==> src/rtl/ball_pkg.sv <==
// ball_pkg: shared types and screen constants for ball kinematics and the hit controller
package ball_pkg;
    typedef logic signed [10:0] vel_t;
    typedef enum logic [1:0] {ST_IDLE, ST_MOVING, ST_UPDATE_POS, ST_SUNK} motion_state_t;
    localparam int BALL_FRAC_BITS = 6;
    localparam int SCREEN_MAX_X   = 623;
    localparam int SCREEN_MAX_Y   = 463;
endpackage

==> src/rtl/ball_friction.sv <==
// ball_friction: removes STEP from the velocity magnitude, stopping at zero
module ball_friction
    import ball_pkg::*;
#(
    parameter int STEP = 1
) (
    input  logic signed [10:0] vel_in,
    output logic signed [10:0] vel_out
);
    logic signed [11:0] wide;
    logic signed [11:0] mag;
    // widened so |-1024| does not overflow
    always_comb begin
        wide    = 12'(vel_in);
        mag     = wide < 0 ? -wide : wide;
        vel_out = mag <= 12'(STEP) ? '0 : (wide < 0 ? vel_t'(wide + 12'(STEP)) : vel_t'(wide - 12'(STEP)));
    end
endmodule

==> src/rtl/ball_motion.sv <==
// ball_motion: per-ball position/velocity integration with shots, collisions, friction and holes
module ball_motion
    import ball_pkg::*;
#(
    parameter int INIT_X          = 100,
    parameter int INIT_Y          = 200,
    parameter int FRAC_BITS       = BALL_FRAC_BITS,
    parameter int MAX_X           = SCREEN_MAX_X,
    parameter int MAX_Y           = SCREEN_MAX_Y,
    parameter int FRICTION_PERIOD = 4,
    parameter int FRICTION_STEP   = 1
) (
    input  logic               clk,
    input  logic               resetN,
    input  logic               startOfFrame,
    input  logic               shotValid,
    input  logic signed [10:0] shotVelX,
    input  logic signed [10:0] shotVelY,
    output logic               shotReady,
    input  logic               collisionOccurred,
    input  logic signed [10:0] colVelX,
    input  logic signed [10:0] colVelY,
    input  logic               holeHit,
    input  logic [2:0]         holeNum,
    input  logic               respawn,
    output logic [10:0]        topLeftX,
    output logic [10:0]        topLeftY,
    output logic signed [10:0] velX,
    output logic signed [10:0] velY,
    output logic               moving,
    output logic               sunk,
    output logic [2:0]         sunkHoleNum,
    output logic               sunkPulse
);
    localparam int W  = 11 + FRAC_BITS;
    localparam int CW = FRICTION_PERIOD > 1 ? $clog2(FRICTION_PERIOD) : 1;
    localparam logic [W-1:0]  INIT_PX = W'(INIT_X * (2 ** FRAC_BITS));
    localparam logic [W-1:0]  INIT_PY = W'(INIT_Y * (2 ** FRAC_BITS));
    localparam logic [W-1:0]  MAX_PX  = W'(MAX_X * (2 ** FRAC_BITS));
    localparam logic [W-1:0]  MAX_PY  = W'(MAX_Y * (2 ** FRAC_BITS));
    localparam logic [CW-1:0] CNT_TOP = CW'(FRICTION_PERIOD - 1);

    motion_state_t state_q, state_d;
    logic [W-1:0]  pos_x_q, pos_x_d, pos_y_q, pos_y_d;
    vel_t          vel_x_q, vel_x_d, vel_y_q, vel_y_d;
    vel_t          col_vel_x_q, col_vel_x_d, col_vel_y_q, col_vel_y_d;
    logic          col_pending_q, col_pending_d;
    logic [CW-1:0] fric_cnt_q, fric_cnt_d;
    logic [10:0]   top_left_x_q, top_left_x_d, top_left_y_q, top_left_y_d;
    logic [2:0]    sunk_hole_q, sunk_hole_d;
    logic          sunk_pulse_q, sunk_pulse_d;
    vel_t          fric_x, fric_y;
    logic          frame, shot_ok;

    ball_friction #(.STEP(FRICTION_STEP)) u_fric_x (.vel_in(vel_x_q), .vel_out(fric_x));
    ball_friction #(.STEP(FRICTION_STEP)) u_fric_y (.vel_in(vel_y_q), .vel_out(fric_y));

    function automatic logic [W-1:0] step_pos(input logic [W-1:0] p, input vel_t v, input logic [W-1:0] lim);
        logic signed [W+1:0] s;
        s = $signed({2'b00, p}) + (W+2)'(v);
        return s < 0 ? '0 : (s > $signed({2'b00, lim}) ? lim : s[W-1:0]);
    endfunction

    assign shotReady   = state_q == ST_IDLE && !col_pending_q;
    assign shot_ok     = shotValid && shotReady;
    assign frame       = startOfFrame && (state_q == ST_IDLE || state_q == ST_MOVING);
    assign topLeftX    = top_left_x_q;
    assign topLeftY    = top_left_y_q;
    assign velX        = vel_x_q;
    assign velY        = vel_y_q;
    assign moving      = vel_x_q != 0 || vel_y_q != 0;
    assign sunk        = state_q == ST_SUNK;
    assign sunkHoleNum = sunk_hole_q;
    assign sunkPulse   = sunk_pulse_q;

    // next-state: hole beats everything; frame update applies latched collision or friction
    always_comb begin
        state_d       = state_q;
        pos_x_d       = pos_x_q;
        pos_y_d       = pos_y_q;
        vel_x_d       = vel_x_q;
        vel_y_d       = vel_y_q;
        col_vel_x_d   = col_vel_x_q;
        col_vel_y_d   = col_vel_y_q;
        col_pending_d = col_pending_q;
        fric_cnt_d    = fric_cnt_q;
        sunk_hole_d   = sunk_hole_q;
        sunk_pulse_d  = 1'b0;
        if (state_q == ST_SUNK) begin
            if (respawn) begin
                pos_x_d = INIT_PX;
                pos_y_d = INIT_PY;
                vel_x_d = '0;
                vel_y_d = '0;
                state_d = ST_IDLE;
            end
        end else if (holeHit) begin
            state_d       = ST_SUNK;
            vel_x_d       = '0;
            vel_y_d       = '0;
            col_pending_d = 1'b0;
            fric_cnt_d    = '0;
            sunk_hole_d   = holeNum;
            sunk_pulse_d  = 1'b1;
        end else begin
            if (frame) begin
                if (col_pending_q) begin
                    vel_x_d       = col_vel_x_q;
                    vel_y_d       = col_vel_y_q;
                    col_pending_d = 1'b0;
                end else if (state_q == ST_MOVING && fric_cnt_q == CNT_TOP) begin
                    vel_x_d = fric_x;
                    vel_y_d = fric_y;
                end else if (shot_ok) begin
                    vel_x_d = shotVelX;
                    vel_y_d = shotVelY;
                end
                fric_cnt_d = state_q == ST_MOVING ? (fric_cnt_q == CNT_TOP ? '0 : fric_cnt_q + 1'b1) : '0;
                state_d    = ST_UPDATE_POS;
            end else if (shot_ok) begin
                vel_x_d    = shotVelX;
                vel_y_d    = shotVelY;
                fric_cnt_d = '0;
                state_d    = (shotVelX != 0 || shotVelY != 0) ? ST_MOVING : ST_IDLE;
            end else if (state_q == ST_UPDATE_POS) begin
                pos_x_d = step_pos(pos_x_q, vel_x_q, MAX_PX);
                pos_y_d = step_pos(pos_y_q, vel_y_q, MAX_PY);
                state_d = (vel_x_q != 0 || vel_y_q != 0) ? ST_MOVING : ST_IDLE;
            end
            if (collisionOccurred && (!col_pending_q || frame)) begin
                col_pending_d = 1'b1;
                col_vel_x_d   = colVelX;
                col_vel_y_d   = colVelY;
            end
        end
        top_left_x_d = pos_x_d[W-1:FRAC_BITS];
        top_left_y_d = pos_y_d[W-1:FRAC_BITS];
    end

    // state registers with asynchronous reset to the spawn point
    always_ff @(posedge clk or negedge resetN) begin
        if (!resetN) begin
            state_q       <= ST_IDLE;
            pos_x_q       <= INIT_PX;
            pos_y_q       <= INIT_PY;
            vel_x_q       <= '0;
            vel_y_q       <= '0;
            col_vel_x_q   <= '0;
            col_vel_y_q   <= '0;
            col_pending_q <= 1'b0;
            fric_cnt_q    <= '0;
            top_left_x_q  <= 11'(INIT_X);
            top_left_y_q  <= 11'(INIT_Y);
            sunk_hole_q   <= '0;
            sunk_pulse_q  <= 1'b0;
        end else begin
            state_q       <= state_d;
            pos_x_q       <= pos_x_d;
            pos_y_q       <= pos_y_d;
            vel_x_q       <= vel_x_d;
            vel_y_q       <= vel_y_d;
            col_vel_x_q   <= col_vel_x_d;
            col_vel_y_q   <= col_vel_y_d;
            col_pending_q <= col_pending_d;
            fric_cnt_q    <= fric_cnt_d;
            top_left_x_q  <= top_left_x_d;
            top_left_y_q  <= top_left_y_d;
            sunk_hole_q   <= sunk_hole_d;
            sunk_pulse_q  <= sunk_pulse_d;
        end
    end
endmodule

==> config.mk <==
export PLATFORM = sky130hd
export DESIGN_NAME = ball_motion
export DESIGN_NICKNAME = d
export VERILOG_FILES = /design/src/rtl/ball_pkg.sv /design/src/rtl/ball_friction.sv /design/src/rtl/ball_motion.sv
export SDC_FILE = /design/constraint.sdc
export NUM_CORES = 1
export LEC_CHECK = 0
export CORE_MARGIN = 4
export CORE_UTILIZATION = 40
export CTS_BUF_LIST = sky130_fd_sc_hd__clkbuf_4 sky130_fd_sc_hd__clkbuf_8
export CTS_CLUSTER_DIAMETER = 120
export DETAILED_ROUTE_END_ITERATION = 16
export GPL_ROUTABILITY_DRIVEN = 1
export PLACE_DENSITY = 0.59
export SLEW_MARGIN = 20
export SYNTH_ARGS = -nofsm -noshare
export SYNTH_HDL_FRONTEND = slang
export SYNTH_SLANG_ARGS = --single-unit
==> constraint.sdc <==
create_clock -name clk -period 3.5 [get_ports clk]
set_input_delay 0.7 -clock clk [delete_from_list [all_inputs] [get_ports clk]]
set_output_delay 0.7 -clock clk [all_outputs]
set_load 0.02 [all_outputs]
==> summary.md <==
| Metric | Value |
|---|---|
| Maximum level of the CTS H-tree | 3 |
| Asr flop ratio synth | 100% |
| Int Power | 0.00403 W |
| CTS hold repair buffers | 0 |
| Setup violation total in the final timing report | 0 |
| Layout overhead on the synthesized area | 21.1% |
| EDFF count, synth | 0 |
| Portion of the post-synthesis area used by sequential elements | 28.9% |
| Number of DRC violations after detailed routing | 0 |
| CORE AREA | 0.0186 mm^2 |
| Commonest cells after routing, fill and taps aside | 102 x sky130_fd_sc_hd__clkdlybuf4s50_1, 88 x sky130_fd_sc_hd__o21ai_0, 81 x sky130_fd_sc_hd__dfrtp_1 |
| Kind of critical path | reg2out |
| Status | finished, final reports clean |
| Effective utilization at floorplan | 40.5% |
| Distinct cells, synth | 78 |
| Flops & latches, synth | 87 |
| RSZ-0062 raised after global routing | false |
| GRT overflow | 0 |
| Library cell with the largest summed area after synthesis | sky130_fd_sc_hd__dfrtp_1 |
| WL final | 22.2 mm |
| Net count of the mapped netlist | 996 |
| Inserted Clock Buffers | 9 |
| Normalized max-slew margin | 49.4% |
| Routed WL per cell | 18.2 um |
| Min Clock Period, post-route | 3.29 ns |
| Gate power share | 68.3% |
| R2r worst-path depth | 10 |
| Power density over the cells | 842 mW/mm^2 |
| Leading cell type in the layout, fill and taps excluded | sky130_fd_sc_hd__clkdlybuf4s50_1 |
| Fraction of final layout cells with drive strength greater than 1 | 11.8% |
| Largest driver fanout on the critical path | 8 |
| Y dimension of the die | 145 um |
| Average cell area after synthesis | 8.60 um^2 |
| Number of sinks handled by clock tree synthesis | 87 |
| Switching component of the power | 0.00368 W |
| Tot Pwr | 0.00770 W |
| Total leakage power | 3.93 nW |
| Combined global-route utilization of all metal layers | 20.5% |
| Maximum buffer depth of the clock tree | 2 |
| Setup TNS | 0 ns |
| Highest Clock Rate | 304 MHz |
| Number of max-slew violations in the final report | 0 |
| Maximum number of pins on one net before global-route repair | 48 |
| Transition time at the pin with the least slew margin | 0.753 ns |
| Vias in the first global route | 6601 |
| Crit path capture type | output pin |
| Clock-pin slew on the worst setup and hold paths | 0.09 ns |
| Via Count | 7189 |
| NumNets Final | 1104 |
| Number of cell rows | 50 |
| Half-perimeter wire length of the detailed placement result | 17.3 mm |
| Register-to-register setup slack | 0.28 ns |
| Fraction of synthesized cell area taken by the top area cell type | 26.8% |
| Width of the die | 145 um |
| Antenna diodes | 0 |
| Wire length of the first global-routing pass | 35.8 mm |
| Input/output buffers | 104 |
| ANT nets after route | 0 |
| Data required, critical path | 2.80 ns |
| Num ports | 105 |
| First drt pass iteration count | 5 |
| Insertion delay of the later-clocked pin in the worst-skew pair | 0.37 ns |
| Relative contribution of the clock network to total power | 9.3% |
| Sequential fraction of design power | 22.4% |
| Sw Ratio | 47.7% |
| Dominant register cell in the synthesized netlist | sky130_fd_sc_hd__dfrtp_1 |
| Number of setup buffers added after CTS | 0 |
| Syn. warnings | 0 |
| Gate count of the mapped netlist | 879 |
| Final clock skew | 0.0123 ns |
| Netlist Area Pre-Place | 0.00756 mm^2 |
| Leading cell types by total area after synthesis | sky130_fd_sc_hd__dfrtp_1 27%, sky130_fd_sc_hd__ha_1 9.8%, sky130_fd_sc_hd__o21ai_0 5.8% |
| Die area | 0.0212 mm^2 |
| CTS tree | done |
| Min-delay worst type | in2async |
| Final-report hold violation count | 0 |
| Clk root buf | sky130_fd_sc_hd__clkbuf_8 |
| Endpoint arrival time on the critical path | 2.59 ns |
| Worst Setup Start Kind | flop |
| Per-cell via count in the routed design | 5.87 |
| Ratio of final minimum period to clock period | 94.1% |
| Weighted congestion reported at the end of routability-driven placement | 0.885 |
| DRT iter0 DRCs | 580 |
| # Max-Cap Violations | 0 |
| Number of antenna violations at the first check in global routing | 0 |
| Worst VDD drop | 0.000499 V |
==> final cells by class <==
type                            instances  area [um^2]
Clock buffer                           10          131
Sequential cell                        87         2180
Clock inverter                          5         58.8
Timing Repair Buffer                  154         1410
Multi-Input combinational cell        707         4970
Tap cell                              234          293
Inverter                               28          105
Fill cell                            1848         9490
==> metal layers <==
layer	vias to the layer above	routed length (um)	GRT usage [%]
li1	3512	-	-
met1	3416	11000	30.4
met2	232	9590	30.9
met3	29	1290	4.24
met4	0	372	4.32
met5	-	0	0
==> state kept, by name, summed over array words and instances, names as in the netlist, 2 cells and up <==
signal / cells
pos_y_q: 17
col_vel_y_q: 11
fric_cnt_q: 2
col_vel_x_q: 11
sunkHoleNum: 3
state_q: 2
velY: 11
velX: 11
pos_x_q: 17
==> what timing repair did <==
item	4_1_cts	5_1_grt
resized for setup	1	3
setup endpoints to repair	1	9
endpoints found under the hold margin	0	0
==> Yosys cell counts (all sizes together), types with 9 or more instances <==
cell type	n
o21ai	92
dfrtp	81
nor2	72
nand2	69
a21oi	60
ha	59
buf	34
inv	28
mux2	26
clkbuf	23
xnor2	23
xor2	20
a22oi	15
nor3	15
mux2i	14
nand3	14
and2	12
nor4	12
a32o	11
or3	11
a21o	10
a31oi	10
nor2b	10
o211ai	9
==> path summary, 6_finish.rpt <==
check                                        from                          to
max                           velX[0]$_DFFE_PN0P_                      moving
min                                        resetN  col_vel_y_q[7]$_DFFE_PN0P_
max reg2reg                   velX[0]$_DFFE_PN0P_      pos_x_q[3]$_DFFE_PN0P_
min reg2reg                pos_y_q[3]$_DFFE_PN0P_      pos_y_q[3]$_DFFE_PN0P_
max in group asynchronous                  resetN     pos_y_q[12]$_DFFE_PN1P_
min in group clk           pos_y_q[3]$_DFFE_PN0P_      pos_y_q[3]$_DFFE_PN0P_
==> through the flow <==
stage                     std cells  area, um^2  setup slack (ns)  hold WS (ns)  utilization, %
after floorplan                 879        7560             0.278         0.404               -
after global placement         1210        8960             0.220         0.480            48.1
after detailed placement       1210        8960             0.166         0.486            48.1
after CTS                      1225        9150             0.149         0.351            49.1
after global routing           1225        9150           0.00859         0.359            49.1
final                          1225        9150             0.206         0.344            49.1
==> power by group through the flow <==
stage	logic (W)	registers [W]	clock network, W
after CTS	0.00525	0.00173	0.000752
final	0.00526	0.00173	0.000714
after global placement	0.00523	0.00174	0
after detailed placement	0.00524	0.00175	0
after floorplan	0.00363	0.00178	0
after global routing	0.00581	0.00178	0.000781
==> worst max-delay path: stages, from the launching register on <==
cell                            delay (ns)
sky130_fd_sc_hd__dfrtp_1              0.39
sky130_fd_sc_hd__buf_4                0.17
sky130_fd_sc_hd__inv_1                0.13
sky130_fd_sc_hd__ha_1                 0.20
sky130_fd_sc_hd__or3b_2               0.48
sky130_fd_sc_hd__nor3_1               0.16
sky130_fd_sc_hd__buf_4                0.15
sky130_fd_sc_hd__nand4_1              0.17
sky130_fd_sc_hd__dlygate4sd2_1        0.38
==> logic make-up after synthesis <==
logic type,after synthesis,synth area share (%)
compound gates,301,27.1
simple gates,260,17.0
flops,87,28.9
buf+inv,85,5.45
fa+ha+maj,63,10.8
xor+xnor,43,5.08
mux,40,5.73
No activity file was read; power rests on OpenSTA's default activity.
